### src/rtl/nested_loop_ctr_pkg.sv
// nested_loop_ctr_pkg: shared types for the nested loop counter
package nested_loop_ctr_pkg;
    typedef enum logic {CTR_WRAP, CTR_ONESHOT} ctr_mode_t;
    typedef enum logic [1:0] {CTR_IDLE, CTR_RUN, CTR_DONE} ctr_state_t;
endpackage

### src/rtl/nested_loop_ctr_level.sv
// loop_ctr_level: one level of the loop nest, counts 0..end and wraps
//   clk, rst      clock, synchronous active-high reset
//   clear         latch end_val, zero the counter
//   advance       step this level (carry reached it on a count edge)
//   end_val       inclusive terminal value, captured on clear
//   ctr_val       current index
//   at_end        combinational: ctr_val equals the latched terminal
//   wrapped       registered pulse, high the cycle after a wrap
module loop_ctr_level #(
    parameter int WIDTH = 6
) (
    input  logic             clk,
    input  logic             rst,
    input  logic             clear,
    input  logic             advance,
    input  logic [WIDTH-1:0] end_val,
    output logic [WIDTH-1:0] ctr_val,
    output logic             at_end,
    output logic             wrapped
);
    logic [WIDTH-1:0] end_q;

    assign at_end = ctr_val == end_q;

    always_ff @(posedge clk) begin
        if (rst) begin
            ctr_val <= '0;
            end_q   <= '0;
            wrapped <= 1'b0;
        end else if (clear) begin
            ctr_val <= '0;
            end_q   <= end_val;
            wrapped <= 1'b0;
        end else begin
            wrapped <= advance && at_end;
            if (advance)
                ctr_val <= at_end ? '0 : ctr_val + 1'b1;
        end
    end
endmodule

### src/rtl/nested_loop_ctr.sv
// nested_loop_ctr: cascaded loop counters (level 0 innermost) with wrap/one-shot modes
//   clk, rst      clock, synchronous active-high reset
//   enable        advance permission while running
//   load          latch end_val/mode, clear counters, start a run
//   mode          CTR_WRAP or CTR_ONESHOT, sampled on load
//   end_val       inclusive terminal value per level
//   ctr_val       current index per level
//   level_event   per-level one-cycle wrap/final pulse
//   busy, done    running / one-shot completed
module nested_loop_ctr
    import nested_loop_ctr_pkg::*;
#(
    parameter int NUM_LEVELS    = 3,
    parameter int COUNTER_WIDTH = 6
) (
    input  logic                                     clk,
    input  logic                                     rst,
    input  logic                                     enable,
    input  logic                                     load,
    input  ctr_mode_t                                mode,
    input  logic [NUM_LEVELS-1:0][COUNTER_WIDTH-1:0] end_val,
    output logic [NUM_LEVELS-1:0][COUNTER_WIDTH-1:0] ctr_val,
    output logic [NUM_LEVELS-1:0]                    level_event,
    output logic                                     busy,
    output logic                                     done
);
    ctr_state_t            state_q, state_d;
    ctr_mode_t             mode_q;
    logic [NUM_LEVELS:0]   carry;
    logic [NUM_LEVELS-1:0] at_end, wrapped;
    logic                  count, final_edge, final_q;

    // carry[NUM_LEVELS] high means every level sits at its terminal value
    assign carry[0] = 1'b1;

    genvar i;
    generate
        for (i = 0; i < NUM_LEVELS; i++) begin : g_level
            assign carry[i+1] = carry[i] && at_end[i];
            // the final one-shot edge must not advance: counters hold at end
            loop_ctr_level #(.WIDTH(COUNTER_WIDTH)) u_level (
                .clk     (clk),
                .rst     (rst),
                .clear   (load),
                .advance (count && carry[i] && !final_edge),
                .end_val (end_val[i]),
                .ctr_val (ctr_val[i]),
                .at_end  (at_end[i]),
                .wrapped (wrapped[i])
            );
        end
    endgenerate

    always_comb begin
        count      = state_q == CTR_RUN && enable && !load;
        final_edge = count && mode_q == CTR_ONESHOT && carry[NUM_LEVELS];
        state_d    = load ? CTR_RUN : final_edge ? CTR_DONE : state_q;
    end

    always_ff @(posedge clk) begin
        if (rst) begin
            state_q <= CTR_IDLE;
            mode_q  <= CTR_WRAP;
            final_q <= 1'b0;
        end else begin
            state_q <= state_d;
            mode_q  <= load ? mode : mode_q;
            final_q <= final_edge;
        end
    end

    // held counters do not wrap on the final edge, so its pulse comes from final_q
    assign level_event = wrapped | {NUM_LEVELS{final_q}};
    assign busy        = state_q == CTR_RUN;
    assign done        = state_q == CTR_DONE;
endmodule

### config.mk
export PLATFORM = sky130hd
export DESIGN_NAME = nested_loop_ctr
export DESIGN_NICKNAME = d
export VERILOG_FILES = /design/src/rtl/nested_loop_ctr_pkg.sv /design/src/rtl/nested_loop_ctr_level.sv /design/src/rtl/nested_loop_ctr.sv
export SDC_FILE = /design/constraint.sdc
export NUM_CORES = 1
export LEC_CHECK = 0
export CORE_UTILIZATION = 50
export CTS_BUF_LIST = sky130_fd_sc_hd__clkbuf_8
export CTS_CLUSTER_DIAMETER = 200
export CTS_CLUSTER_SIZE = 30
export DETAILED_ROUTE_END_ITERATION = 6
export PLACE_DENSITY = 0.78
export RECOVER_POWER = 100
export SYNTH_ARGS = -nofsm -noshare
export SYNTH_HDL_FRONTEND = slang
export SYNTH_SLANG_ARGS = --single-unit
export TNS_END_PERCENT = 20
### constraint.sdc
create_clock -name clk -period 3.01 [get_ports clk]
set_input_delay 0.602 -clock clk [delete_from_list [all_inputs] [get_ports clk]]
set_output_delay 0.602 -clock clk [all_outputs]
set_load 0.05 [all_outputs]
* Word-level counts from Yosys, hierarchy flattened
Index checks and enable logic that the tools add are counted.
Word-level totals: register bits 43, word-level logic and storage cells 45
Cells by class: $add $sub $neg 3, equality and inequality tests 5, muxes and demuxes 5, bitwise logic cells 1, reductions and logical operators 18
Operator list (count):
- adder 6 x 1 -> 6 bit (second input constant) | 3
- == test 6 bit | 3
- 2-to-1 mux 6 bit | 3
- logical AND 1 bit | 14
- OR 3 bit | 1
- == test 2 x 1 -> 1 bit (second input constant) | 1
- == test 2 bit (second input constant) | 1
- logical NOT 1 bit | 2
- 2-to-1 mux 1 bit | 2
- nonzero test 2 bit | 1
- OR reduction 2 bit | 1

* Depth between registers and ports, before layout
word-level depth 8, depth in mapped cells 7, mapped depth without buffers 6

* By module
A second synthesis with hierarchy kept.
Unflattened totals: cell total of the unflattened synthesis 203, area, all modules 1951.9 um2
Modules (own cells, without submodules):
- loop_ctr_level | instances 3, cells an instance 59, area an instance 575.6 um2, seq. area each 260.2 um2
- nested_loop_ctr | instances 1, cells an instance 26, area an instance 225.2 um2, seq. area each 80.1 um2

* Worst setup path after synthesis
No wires, ideal clock.
path type reg2reg, start reg g_level[0].u_level.ctr_val[3], end reg g_level[0].u_level.ctr_val[1], library setup time 0.132 ns, arrival 1.916 ns, data required time 2.878 ns, setup slack 0.962 ns, stages on the path, launching flop included 8, clock period less this slack 2.048 ns, path through dfxtp_1 buf_2 xnor2_1 nand4_1 nor3_1 buf_2 a2bb2oi_1 a21oi_1
Between the ends: longest elaborated chain between the ends 6
RTL lines:
- from (decl) | RTL line nested_loop_ctr_level.sv:17 | output logic [WIDTH-1:0] ctr_val,
- from (signal assigned) | RTL line nested_loop_ctr_level.sv:37 | ctr_val <= at_end ? '0 : ctr_val + 1'b1;
- == test 6 bit (*) | RTL line nested_loop_ctr_level.sv:23 | assign at_end = ctr_val == end_q;
- logical AND 1 bit (2 in a row) | RTL line nested_loop_ctr.sv:39 | assign carry[i+1] = carry[i] && at_end[i];
- logical AND 1 bit | RTL line nested_loop_ctr.sv:56 | final_edge = count && mode_q == CTR_ONESHOT && carry[NUM_LEVELS];
- logical NOT 1 bit | RTL line nested_loop_ctr.sv:45 | .advance (count && carry[i] && !final_edge),
- logical AND 1 bit | RTL line nested_loop_ctr.sv:45
Mark *: on every way between the ends. The rest lies on a longest branch, timed or not. A chain may end at the register's enable or synchronous reset.

* Worst setup path after layout
start in load, end reg g_level[1].u_level.ctr_val[1]
Between the ends: longest elaborated chain between the ends 6
RTL lines:
- from (decl) | RTL line nested_loop_ctr.sv:19 | input logic load,
- logical NOT 1 bit | RTL line nested_loop_ctr.sv:55 | count = state_q == CTR_RUN && enable && !load;
- logical AND 1 bit | RTL line nested_loop_ctr.sv:55
- logical AND 1 bit (2 in a row) | RTL line nested_loop_ctr.sv:56
- logical NOT 1 bit | RTL line nested_loop_ctr.sv:45
- logical AND 1 bit | RTL line nested_loop_ctr.sv:45
- to (signal assigned) | RTL line nested_loop_ctr_level.sv:37
- to (decl) | RTL line nested_loop_ctr_level.sv:17
Several ways; a longest one is shown, not always the timed one.

==> flow_summary.ini <==
[die]
start_util = 0.5365
dieArea_um2 = 4718
fp.dieW_um = 68.69
fp.coreArea_um2 = 4144
fp.dieH_um = 68.69
row_count = 23
io_pins = 46

[global_route]
grt_usage = 0.2276
overflow = 0
first_global_vias = 1716
grt_max_degree = 23
grt_pass1_wl_um = 7866
antenna_found_initial = 0

[routing]
drtPass1Iterations = 4
drt-initial-drc-count = 126
vias = 1903
wire_per_inst_um = 14.46
wirelength_um = 4874
avgViaCountPerCell = 5.647
route.detailed.drc = 0
drtAntennaViolNets = 0

[yosys]
async_flop_share = 0
muxShareOfSynthArea = 0.09454
synth_top_family_by_area = simple AND/OR/NAND/NOR gates
netlist_instances = 243
synth-simple-area-share = 0.2791
synth-compound-area-share = 0.1075
seq_area_frac_synth = 0.3872
synth.avg_cell_area_um2 = 9.150
synth_top_area_cell = dfxtp_1
synthDominantCellAreaShare = 0.3872
yosysWarnings = 0
synth_ff_type = dfxtp_1
yosys.area_share.xor_xnor = 0.07766
synth.area.top_cells = dfxtp_1, mux2i_1, xnor2_1
synthAdderAreaFrac = 0.01688
ys_types = 51
syn-cell-area_um2 = 2223
synth_seq_cells = 43
synth_edf_count = 0
synth_nets = 269

[critical_path]
critPathArrivalTime_ns = 2.74
crit_start = load
rr_startpoint = state_q[1]
cp-end-kind = flip-flop
start_kind = primary input
cp_max_fo = 12
critical_path_required_ns = 3.20
path_class = in2reg

[power_and_ir_drop]
leakage_nw = 1.085
power_mw = 1.103
p_per_area_nw_per_um2 = 397.9
max-vdd-ir-drop_mv = 0.3251

[timing]
post-route-period-util = 0.8448
timing.hold.ws_ns = 0.4813
fin_tns_setup_ns = 0
max_freq_ghz = 0.3933
hold_viol_final = 0
slew-limit-headroom = 0.3917
fin_skew_ns = 0.003416
drv_slew = 0
worst_pin_slew_ns = 0.9124
post-route-min-period_ns = 2.543
rsz0062_at_grt = no
setup_viol = 0

[clock_tree]
cts_root_buf = clkbuf_8
numClockSinks = 43
post-cts-setup-buffer-count = 0
ctsResizeCount = 0
cts_made_buffers = 5
cts_hold_buf = 0
cts_tree = built
clock_path_buffers = 2
clk_pin_slew_worst_paths_ns = 0.08
insertion_delay_ns = 0.29
htreeDepth = 2

[run_status]
status = finished clean

[finish]
diodes = 0
nets = 312
drive_gt1_frac = 0.08711
stdcell_area_um2 = 2773
layout_commonest_cell = dfxtp_1
final_cell_mix = dfxtp_1, nor2_1, dlygate4sd3_1, mux2i_1, clkdlybuf4s50_1
fillers = 382
syn_to_final_growth_pct = 24.70

[placed_design]
globalplace.congestion = 0.7965
port_buffers = 45
place_area_um2 = 2714
place_hpwl_um = 3551

[hold_path]
hp-start = mode_q
hold_path_class = reg2reg

[flow_run]
max_cap_violations = 0
-- kinds of logic (layout without fill, tap and decap cells) --
kind of cell / Yosys count / after routing
buffers and inverters: 20 / 64
multiplexers: 21 / 21
AND/OR/NAND/NOR: 103 / 103
AO/OA/AOI/OAI: 35 / 35
flip-flops: 43 / 43
adder cells (fa/ha/maj): 3 / 3
XOR/XNOR: 18 / 18
-- sequential cells by signal, indices dropped and copies added (netlist names) --
signal and flops:
g_level.u_level.end_q 18, g_level.u_level.wrapped 3, g_level.u_level.ctr_val 18, final_q 1, state_q 2, mode_q 1
-- cells in the mapped netlist, drive strengths merged (7+ instances only) --
cell type / n
nor3: 9
nand3: 18
buf: 7
a21oi: 10
nand4: 8
xnor2: 16
dfxtp: 43
clkbuf: 7
nor2: 26
nand2: 13
mux2i: 21
-- worst paths after layout --
check | endpoint | slack [ns] | cells after the start
hold reg to reg | g_level[2].u_level.wrapped | 0.48 | 1
setup / recovery | g_level[1].u_level.ctr_val[1] | 0.47 | 6
setup reg to reg | g_level[1].u_level.ctr_val[1] | 0.94 | 5
hold / removal | g_level[2].u_level.wrapped | 0.48 | 1
-- routing by layer --
layer  GRT usage  vias to the layer above  wire [µm]
li1            -                      967          -
met1      0.2970                      890       2411
met2      0.3566                       39       2192
met3     0.05099                        7        180
met4      0.1016                        0         89
met5           0                        -          0
-- stage by stage --
step / utilization / worst slack, ns / cells
2_1_floorplan: - / 0.9619 / 243
3_3_place_gp: 0.6549 / 0.5235 / 329
3_5_place_dp: 0.6549 / 0.4915 / 329
4_1_cts: 0.6745 / 0.6929 / 337
5_1_grt: 0.6691 / 0.3939 / 337
6_report: 0.6691 / 0.4671 / 337
-- area by class of cell --
| type | instances | area, µm² | area share |
|---|---|---|---|
| multi-input cells | 180 | 1257 | 0.4535 |
| repair buffers | 50 | 488.0 | 0.1760 |
| clock buffers | 5 | 68.82 | 0.02482 |
| inverters | 6 | 22.52 | 0.008123 |
| clock inverters | 3 | 12.51 | 0.004513 |
| flip-flops and latches | 43 | 860.8 | 0.3105 |
| well taps | 50 | 62.56 | 0.02256 |
-- critical path, stage by stage --
cell and delay [ns]:
dlygate4sd3_1 0.56, nand4bb_4 0.30, or3_1 0.48, nor2_1 0.36
a21oi_1 0.16, a32o_2 0.26
-- power breakdown --
group          internal, mW  total [mW]  switching (mW)
combinational        0.0764       0.160          0.0837
clock                 0.156       0.345           0.188
sequential            0.585       0.599          0.0136
No activity file was read; power rests on OpenSTA's default activity.
